<file path="src/rtl/pulse_sequencer.sv">
// Timed-segment pulse sequencer: fetches words from synchronous RAM and drives NCH
// channels, with trigger waits, a hardware loop stack, jumps and error reporting.
module pulse_sequencer #(
  parameter int              ADDR_SIZE  = 15,
  parameter int              NCH        = 64,
  parameter int              DW         = 20,
  parameter int              TW         = 32,
  parameter int              LOOP_DEPTH = 4,
  parameter logic [NCH-1:0]  IDLE_VALUE = {NCH{1'b0}}
) (
  input  logic                     clk,
  input  logic                     reset,
  input  logic                     run,
  input  logic                     trigger,
  input  logic [NCH+4+DW+TW-1:0]   mem_input,
  output logic [ADDR_SIZE-1:0]     mem_addr,
  output logic [NCH-1:0]           channels,
  output logic [3:0]               status,
  output logic                     start_monitor
);

  localparam int SP_W  = $clog2(LOOP_DEPTH + 1);
  localparam int IDX_W = (LOOP_DEPTH > 1) ? $clog2(LOOP_DEPTH) : 1;

  localparam logic [3:0] OP_CONT = 4'd0;
  localparam logic [3:0] OP_STOP = 4'd1;
  localparam logic [3:0] OP_WAIT = 4'd2;
  localparam logic [3:0] OP_LOOP = 4'd3;
  localparam logic [3:0] OP_LEND = 4'd4;
  localparam logic [3:0] OP_JUMP = 4'd5;

  localparam logic [3:0] ST_IDLE     = 4'd0;
  localparam logic [3:0] ST_RUN      = 4'd1;
  localparam logic [3:0] ST_WAIT     = 4'd2;
  localparam logic [3:0] ST_DONE     = 4'd3;
  localparam logic [3:0] ST_ERR_OP   = 4'd4;
  localparam logic [3:0] ST_ERR_STK  = 4'd5;
  localparam logic [3:0] ST_ERR_ADDR = 4'd6;

  typedef enum logic [2:0] {
    S_IDLE,
    S_FETCH,
    S_EXEC,
    S_TRIG,
    S_DONE,
    S_ERR
  } state_t;

  state_t                 state_q;
  logic                   run_q;
  logic                   trigger_q;
  logic [ADDR_SIZE-1:0]   addr_q;
  logic [NCH-1:0]         chan_q;
  logic [3:0]             status_q;
  logic                   smon_q;
  logic [TW-1:0]          tcnt_q;
  logic [3:0]             op_q;
  logic [SP_W-1:0]        sp_q;

  logic [ADDR_SIZE-1:0]   stk_addr_q [LOOP_DEPTH];
  logic [DW-1:0]          stk_cnt_q  [LOOP_DEPTH];

  // Fields of the word currently presented by the RAM (address addr_q).
  logic [NCH-1:0]         w_flg;
  logic [3:0]             w_op;
  logic [DW-1:0]          w_data;
  logic [TW-1:0]          w_time;

  assign w_flg  = mem_input[TW+DW+4 +: NCH];
  assign w_op   = mem_input[TW+DW +: 4];
  assign w_data = mem_input[TW +: DW];
  assign w_time = mem_input[TW-1:0];

  logic run_edge;
  logic trig_edge;
  logic seg_end;
  logic at_end;
  logic stk_full;
  logic stk_empty;
  logic [IDX_W-1:0] push_idx;
  logic [IDX_W-1:0] top_idx;

  assign run_edge  = run & ~run_q;
  assign trig_edge = trigger & ~trigger_q;
  assign seg_end   = (tcnt_q == '0);
  assign at_end    = &addr_q;
  assign stk_full  = (sp_q == SP_W'(LOOP_DEPTH));
  assign stk_empty = (sp_q == '0);
  assign push_idx  = sp_q[IDX_W-1:0];
  assign top_idx   = IDX_W'(sp_q - SP_W'(1));

  logic [3:0]           err_d;
  logic [ADDR_SIZE-1:0] addr_d;
  logic [TW-1:0]        tlen_d;
  logic [DW-1:0]        loop_cnt_d;
  logic                 push_d;
  logic                 pop_d;
  logic                 dec_d;
  logic                 apply_d;
  logic                 accept_d;

  // Decode of the prefetched word: next address, stack action and any error.
  always_comb begin
    err_d      = ST_IDLE;
    addr_d     = addr_q + ADDR_SIZE'(1);
    tlen_d     = (w_time < TW'(2)) ? TW'(1) : (w_time - TW'(1));
    loop_cnt_d = (w_data == '0) ? DW'(1) : w_data;
    push_d     = 1'b0;
    pop_d      = 1'b0;
    dec_d      = 1'b0;
    case (w_op)
      OP_CONT, OP_WAIT: begin
        if (at_end) err_d = ST_ERR_ADDR;
      end
      OP_STOP: ;
      OP_LOOP: begin
        if (stk_full)    err_d  = ST_ERR_STK;
        else if (at_end) err_d  = ST_ERR_ADDR;
        else             push_d = 1'b1;
      end
      OP_LEND: begin
        if (stk_empty) begin
          err_d = ST_ERR_STK;
        end else if (stk_cnt_q[top_idx] > DW'(1)) begin
          dec_d  = 1'b1;
          addr_d = stk_addr_q[top_idx];
        end else begin
          pop_d = 1'b1;
        end
      end
      OP_JUMP: addr_d = w_data[ADDR_SIZE-1:0];
      default: err_d = ST_ERR_OP;
    endcase
  end

  // A new word is taken on the first cycle after the start, at the end of a plain
  // segment, or on a trigger edge while waiting.
  always_comb begin
    apply_d = 1'b0;
    case (state_q)
      S_FETCH: apply_d = 1'b1;
      S_EXEC:  apply_d = seg_end && (op_q != OP_STOP) && (op_q != OP_WAIT);
      S_TRIG:  apply_d = trig_edge;
      default: apply_d = 1'b0;
    endcase
  end

  assign accept_d = run && apply_d && (err_d == ST_IDLE);

  always_ff @(posedge clk or negedge reset) begin
    if (!reset) begin
      state_q   <= S_IDLE;
      run_q     <= 1'b0;
      trigger_q <= 1'b0;
      addr_q    <= '0;
      chan_q    <= IDLE_VALUE;
      status_q  <= ST_IDLE;
      smon_q    <= 1'b0;
      tcnt_q    <= '0;
      op_q      <= OP_CONT;
      sp_q      <= '0;
    end else begin
      run_q     <= run;
      trigger_q <= trigger;
      smon_q    <= 1'b0;
      if (!run) begin
        state_q  <= S_IDLE;
        addr_q   <= '0;
        chan_q   <= IDLE_VALUE;
        status_q <= ST_IDLE;
        sp_q     <= '0;
      end else if (apply_d) begin
        if (err_d != ST_IDLE) begin
          // Faulting word is never applied; channels keep the last segment.
          state_q  <= S_ERR;
          status_q <= err_d;
        end else begin
          state_q  <= S_EXEC;
          status_q <= ST_RUN;
          chan_q   <= w_flg;
          tcnt_q   <= tlen_d;
          op_q     <= w_op;
          addr_q   <= addr_d;
          smon_q   <= (state_q == S_FETCH);
          if (push_d) sp_q <= sp_q + SP_W'(1);
          if (pop_d)  sp_q <= sp_q - SP_W'(1);
        end
      end else begin
        case (state_q)
          S_IDLE: begin
            if (run_edge) begin
              state_q  <= S_FETCH;
              status_q <= ST_RUN;
            end
          end
          S_EXEC: begin
            if (!seg_end) begin
              tcnt_q <= tcnt_q - TW'(1);
            end else if (op_q == OP_STOP) begin
              state_q  <= S_DONE;
              status_q <= ST_DONE;
            end else begin
              state_q  <= S_TRIG;
              status_q <= ST_WAIT;
            end
          end
          default: ;
        endcase
      end
    end
  end

  // Loop stack storage needs no reset: only entries below sp_q are ever read.
  always_ff @(posedge clk) begin
    if (accept_d && push_d) begin
      stk_addr_q[push_idx] <= addr_q + ADDR_SIZE'(1);
      stk_cnt_q[push_idx]  <= loop_cnt_d;
    end else if (accept_d && dec_d) begin
      stk_cnt_q[top_idx] <= stk_cnt_q[top_idx] - DW'(1);
    end
  end

  assign mem_addr      = addr_q;
  assign channels      = chan_q;
  assign status        = status_q;
  assign start_monitor = smon_q;

endmodule

</file>
<file path="config.mk">
export PLATFORM = sky130hd
export DESIGN_NAME = pulse_sequencer
export DESIGN_NICKNAME = d
export VERILOG_FILES = /design/src/rtl/pulse_sequencer.sv
export SDC_FILE = /design/constraint.sdc
export NUM_CORES = 1
export LEC_CHECK = 0
export ABC_AREA = 1
export CORE_UTILIZATION = 59
export CTS_CLUSTER_DIAMETER = 80
export DETAILED_ROUTE_END_ITERATION = 8
export HOLD_SLACK_MARGIN = 0.06
export PLACE_DENSITY = 0.86
export SYNTH_ARGS = -nofsm -noshare
export SYNTH_HDL_FRONTEND = slang
export SYNTH_SLANG_ARGS = --single-unit
export TNS_END_PERCENT = 50
</file>
<file path="constraint.sdc">
create_clock -name clk -period 11 [get_ports clk]
set_clock_uncertainty 0.05 [all_clocks]
set_input_delay 1.65 -clock clk [delete_from_list [all_inputs] [get_ports clk]]
set_output_delay 1.65 -clock clk [all_outputs]
set_load 0.02 [all_outputs]
</file>
== Word level (Yosys, flattened, before mapping) ==
Memories as Yosys holds them, arrays and structs flattened.
Index checks and enable logic that the tools add are counted.
Word-level totals
  RAM bits: 140
  output and inout bits: 84
  memories: 2
  register bits after elaboration: 128
  word-level logic and storage cells: 127
Memories
  stk_cnt_q: words 4, width 20, rd ports 1, clocked after memory_dff 0, write ports 1, line 61  | logic [DW-1:0] stk_cnt_q [LOOP_DEPTH];
  stk_addr_q: words 4, width 15, rd ports 1, clocked after memory_dff 0, write ports 1, line 60  | logic [ADDR_SIZE-1:0] stk_addr_q [LOOP_DEPTH];
Operators by class
  reduce and logical (&&, ||, !) cells: 23
  $lt $le $gt $ge: 2
  $add $sub $neg: 6
  bitwise operators: 5
  muxes and demuxes: 59
  equality and inequality tests: 20
Operators by type and width (number)
  two-way mux 64 bit: 3
  two-way mux 32 bit: 5
  two-way mux 15 bit: 5
  subtractor 32 x 1 -> 32 bit (second input constant): 2
  two-way mux 20 bit: 2
  two-way mux 3 bit: 13
  zero test 32 bit: 1
  less-than comparator 32 x 2 -> 1 bit (second input constant): 1
  case mux 15 bit (2 select lines): 1
  two-way mux 4 bit: 6
  > comparator 20 x 1 -> 1 bit (second input constant): 1
  zero test 20 bit: 1
  OR reduction 20 bit: 1
  subtractor 20 x 1 -> 20 bit (second input constant): 1
  two-way mux 1 bit: 19
  case mux 4 bit (4 select lines): 1
  adder 15 x 1 -> 15 bit (second input constant): 1
  AND reduction 15 bit: 1
  AND reduction 3 bit: 3
  equality test 4 x 1 -> 1 bit (second input constant): 2
  equality test 4 x 2 -> 1 bit (second input constant): 2
  equality test 4 x 3 -> 1 bit (second input constant): 2
  zero test 4 bit: 2
  != test 4 x 1 -> 1 bit (second input constant): 2
  other kinds (23): 37

== Longest topological paths before layout ==
  word-level depth: 12
  depth in mapped cells: 24
  mapped depth without buffers: 18

== Least setup slack after synthesis ==
OpenSTA, ideal clock, no wires.
  path type: register to register
  start point: reg sp_q[0]
  end point: mem stk_cnt_q[1][0], enable pin
  cell stages (with the launch flop): 24
  clock period less this slack: 4.617 ns
  slack: 6.383 ns
  data required time: 10.553 ns
  data arrival time: 4.170 ns
  setup time: 0.397 ns
  path through: dfrtp_1 buf_6 inv_8 buf_6 buf_6 clkbuf_1 ha_1 inv_2 buf_2 a21oi_1 a32oi_1 inv_1 ha_1 nand2_1 nor2_2 nand3_1 nand2_2 nand2_4 nand2_4 nor2_8 nand2_1 nand2_1 nand2_1 nor2_1
Between the ends
  longest elaborated chain between the ends: 12
  elaborated cells on any way between the ends: 25
RTL lines
  start, declared: line 58  | logic [SP_W-1:0] sp_q;
  start signal, assigned: line 185  | if (push_d) sp_q <= sp_q + SP_W'(1);
  start signal, assigned: line 186  | if (pop_d) sp_q <= sp_q - SP_W'(1);
  subtractor 3 x 1 -> 3 bit
  memory read (4 x 20 bit)
  > comparator 20 x 1 -> 1 bit: line 124  | end else if (stk_cnt_q[top_idx] > DW'(1)) begin
  two-way mux 1 bit: line 124
  two-way mux 1 bit: line 122  | if (stk_empty) begin
  two-way mux 1 bit: line 111  | case (w_op)
  logical AND 1 bit: line 218  | end else if (accept_d && dec_d) begin
  two-way mux 1 bit: line 218
  two-way mux 1 bit: line 215  | if (accept_d && push_d) begin
  two-way mux 1 bit (not written as such): line 219  | stk_cnt_q[top_idx] <= stk_cnt_q[top_idx] - DW'(1);
  OR reduction 20 bit (no line)
  two-way mux 2 bit (no line) / two-way mux 1 bit (equally long branches)
  end, declared: line 61
Parallel ways exist; a longest one is shown, timed or not.

== Worst setup path after layout ==
  start point: in mem_input[52]
  end point: mem stk_cnt_q[1][9], enable pin
Between the ends
  longest elaborated chain between the ends: 11
  elaborated cells on any way between the ends: 23
RTL lines
  start, declared: line 15  | input logic [NCH+4+DW+TW-1:0] mem_input,
  equality test 4 x 3 -> 1 bit, or another cell as far along: line 111
  OR reduction 2 bit (on tied branches)
  case mux 4 bit (4 select lines): line 111
  zero test 4 bit: line 148  | assign accept_d = run && apply_d && (err_d == ST_IDLE);
  logical AND 1 bit: line 148
  logical AND 1 bit: line 218
  two-way mux 1 bit: line 218
  two-way mux 1 bit: line 215
  two-way mux 1 bit (not written as such): line 219
  OR reduction 20 bit (no line)
  two-way mux 2 bit (no line) / two-way mux 1 bit (equally long branches)
Parallel ways exist; a longest one is shown, timed or not.

==> impl_results.md <==
* Outcome: finished, final reports clean
* Post-route DRC at 0
* CP arrival at 6400 ps
* Crit-path max FO at 66
* Syn nets at 1815
* Post-Synth Simple-Gate Area at 0.292
* Warnings, synthesis at 0
* Number of flops mapped to enable cells by yosys at 140
* Mean Syn Cell Area at 8.42 um^2
* DRT Pass-1 Iters at 6
* Combinational Power Share at 0.429
* Post-Synth XOR/XNOR Area at 0.0409
* CP dominant cell by count: nand2_1
* WL per Instance at 17.2 um
* Period utilization at 0.565
* Share of the yosys chip area belonging to registers at 0.522
* Clock tree buffer depth at 3
* DR iter-0 viols at 1134
* Critical path buffer and inverter count at 3
* Area grow syn2layout at 21.9%
* H-tree depth at 1
* Psw at 0.00163 W
* Crit path largest cell delay at 930 ps
* Cell taking the most area after synthesis: edfxtp_1
* WHS Path Cells at 2
* Cell area power density at 228 mW/mm^2
* Gp weighted congestion at 0.966
* Crit path max-delay family: simple AND/OR/NAND/NOR gates
* Clock buffer count from CTS at 28
* Row count at 56
* Die width at 157 um
* MaxCap Viol Count at 0
* Reg2Reg Depth at 20
* Final hold violations at 0
* Mapped Area at 0.0141 mm^2
* Critical Path Source Type: primary input
* CTS Sinks at 267
* Total gr overflow at 0
* Setup Total Neg Slack at 0 ps
* Slowest-stage cell, CP: clkdlybuf4s50_1
* Post-synthesis compound-gate area fraction at 0.0754
* Post-cts resize count at 0
* Crit. path cell count at 15
* Postcts setup bufs at 0
* Top cells by count, synth: 558 x nand2_1, 185 x nand3_1, 152 x nor2_1
* Crit path required time at 11190 ps
* Yosys top cell area share at 0.297
* I/O Buffers at 206
* Total GRT Usage at 0.312
* Sw Ratio at 0.415
* Worst slack, placed at 4370 ps
* Async set-or-reset flop fraction in the synthesized netlist at 0.476
* Max Slew Vio Count at 0
* Reg power frac at 0.319
* I/O pins at 208
* Tmin final at 6210 ps
* Antenna violations before repair at 2
* Yosys cell types at 47
* NumNets Final at 1991
* Slew HR at 0.311
* Leakage power at 7.38 nW
* Synth Flop Type: edfxtp_1
* Die area at 0.0246 mm^2
* Vias/cell at 5.71
* Starting Density at 0.603
* CTS tree: done
* Worst-path clk slew at 60 ps
* Pint at 0.00230 W
* CP cell instances: clkdlybuf4s50_1 -> nor2_2 -> nand2_1 -> o21ai_1 -> nor2_1 -> nand2_1 -> nor2_4 -> buf_4 -> nand2_4 -> nor2_8 -> nand2_1 -> nand2_1 -> nand2_1 -> nor2_1 -> buf_4
* Largest family of logic cells by synthesized area: simple AND/OR/NAND/NOR gates
* Post-Synth Adder-Cell Area at 0.00884
* Worst IR drop on VDD at 0.170 mV
* Vias at 12566
* DP HPWL at 25400 um
* Footprint of the multi-input gates at 0.00592 mm^2
* First-pass GRT wire length at 60200 um
* DRT Wirelength at 37900 um
* Core area at 0.0235 mm^2
* Syn Inst Count at 1681
* Fill cells at 1674
* Unrepaired setup endpoints after global routing: false
* Seq. cell area at 0.00738 mm^2
* Skew-Pair Late Insertion Delay at 550 ps
* Crit. End Element: flip-flop
* Worst min path class: reg2reg
* Layout cell share with drive strength beyond 1 at 0.0607
* Antenna-violating nets left at 0
* Mux contribution to synthesized area at 0
* Crit Path Category: in2reg
* CTS Hold Buffers Added at 0
* Clock power share at 0.252
* Die height at 157 um
* Tightest Pin Transition at 1030 ps
* Cell with the most instances after synthesis: nand2_1
* Root Driver: clkbuf_16
* Most area-consuming cells after synthesis: edfxtp_1 30%, dfrtp_1 22%, nand2_1 15%
* Fmax at 161 MHz
* Synth Register Bits at 267
* FF-to-FF setup slack at 5080 ps
* Endpoints failing setup at 0
* Largest net degree at the start of global routing at 77
* Vias in the first global route at 12156
* Post-layout worst setup margin at 4790 ps
-- power by group through the flow --
stage	Clock, W	Sequential, W	Combinational [W]
2_1_floorplan	0	0.00130	0.00121
3_3_place_gp	0	0.00127	0.00161
3_5_place_dp	0	0.00127	0.00165
4_1_cts	0.000999	0.00125	0.00167
5_1_grt	0.00103	0.00127	0.00187
6_report	0.000992	0.00126	0.00169
-- worst reg2reg max path: cells and delay by family, from the launching register on --
kind / cells / cell delay [ps]
AOI/OAI and AO/OA: 2 / 490
adders and majority gates: 2 / 550
buffers and inverters: 5 / 1770
DFF: 1 / 440
and+or+nand+nor: 11 / 2300
-- final timing paths --
| kind | startpoint | to |
|---|---|---|
| max | mem_input[52] | stk_cnt_q[1][9] |
| max reg2reg | sp_q[0] | stk_cnt_q[1][9] |
| min in group asynchronous | reset | tcnt_q[1] |
| min | channels[62] | channels[62] |
| max in group asynchronous | reset | channels[24] |
| min reg2reg | channels[62] | channels[62] |
-- per-layer routing --
metal  global-route usage  vias to the layer above  routed length, um
li1                     -                     5922                  -
met1                0.394                     5848              14700
met2                0.516                      656              17900
met3               0.0629                      140               3560
met4                0.148                        0               1620
met5                    0                        -                  0
-- placed cells by master (no fill, tap or decap), types with 3 or more instances in the layout --
cell / n
a21oi_1: 51
a21oi_2: 5
a31oi_1: 3
a32o_1: 14
buf_4: 14
bufinv_16: 5
clkbuf_16: 29
clkdlybuf4s50_1: 205
clkinv_1: 6
clkinv_2: 5
dfrtp_1: 126
diode_2: 3
edfxtp_1: 140
ha_1: 10
inv_1: 98
inv_2: 5
nand2_1: 558
nand2_2: 9
nand2_4: 5
nand3_1: 185
nand4_1: 15
nor2_1: 151
nor2_2: 11
nor2_4: 5
nor3_1: 15
nor4_1: 9
o21ai_0: 59
o21ai_1: 30
o21bai_1: 3
o22ai_1: 9
o31ai_1: 3
or2_2: 3
xnor2_1: 16
xor2_1: 50
-- logic make-up after synthesis --
logic type,count (synthesis)
AND/OR/NAND/NOR,973
flip-flops,267
AO/OA/AOI/OAI,184
buffers and inverters,180
XOR/XNOR,66
adder cells (fa/ha/maj),10
other,1
-- registers in the layout, indices dropped and copies added (netlist names) --
| name | cells |
|---|---|
| trigger_q | 1 |
| stk_addr_q | 60 |
| sp_q | 3 |
| stk_cnt_q | 80 |
| start_monitor | 1 |
| status | 3 |
| op_q | 4 |
| mem_addr | 15 |
| state_q | 3 |
| run_q | 1 |
| channels | 64 |
| tcnt_q | 32 |
-- layout make-up --
cell class,instances,share of cell area
timing repair buffer,220,0.126
antenna,3,0.000435
multi-input combinational,1234,0.343
clock inverter,21,0.0134
tap,319,0.0231
clock buffer,31,0.0425
inverter,106,0.0239
sequential,267,0.428
-- through the flow --
step | utilization | std cells | hold WS, ps | cell area, um^2 | power (W)
floorplan | - | 1681 | 387 | 14100 | 0.00251
global placement | 0.694 | 2146 | 403 | 16300 | 0.00287
detailed placement | 0.694 | 2146 | 403 | 16300 | 0.00292
CTS | 0.735 | 2198 | 419 | 17200 | 0.00392
global route | 0.735 | 2200 | 441 | 17300 | 0.00417
finish | 0.735 | 2201 | 417 | 17300 | 0.00394
No activity file was read; power rests on OpenSTA's default activity.
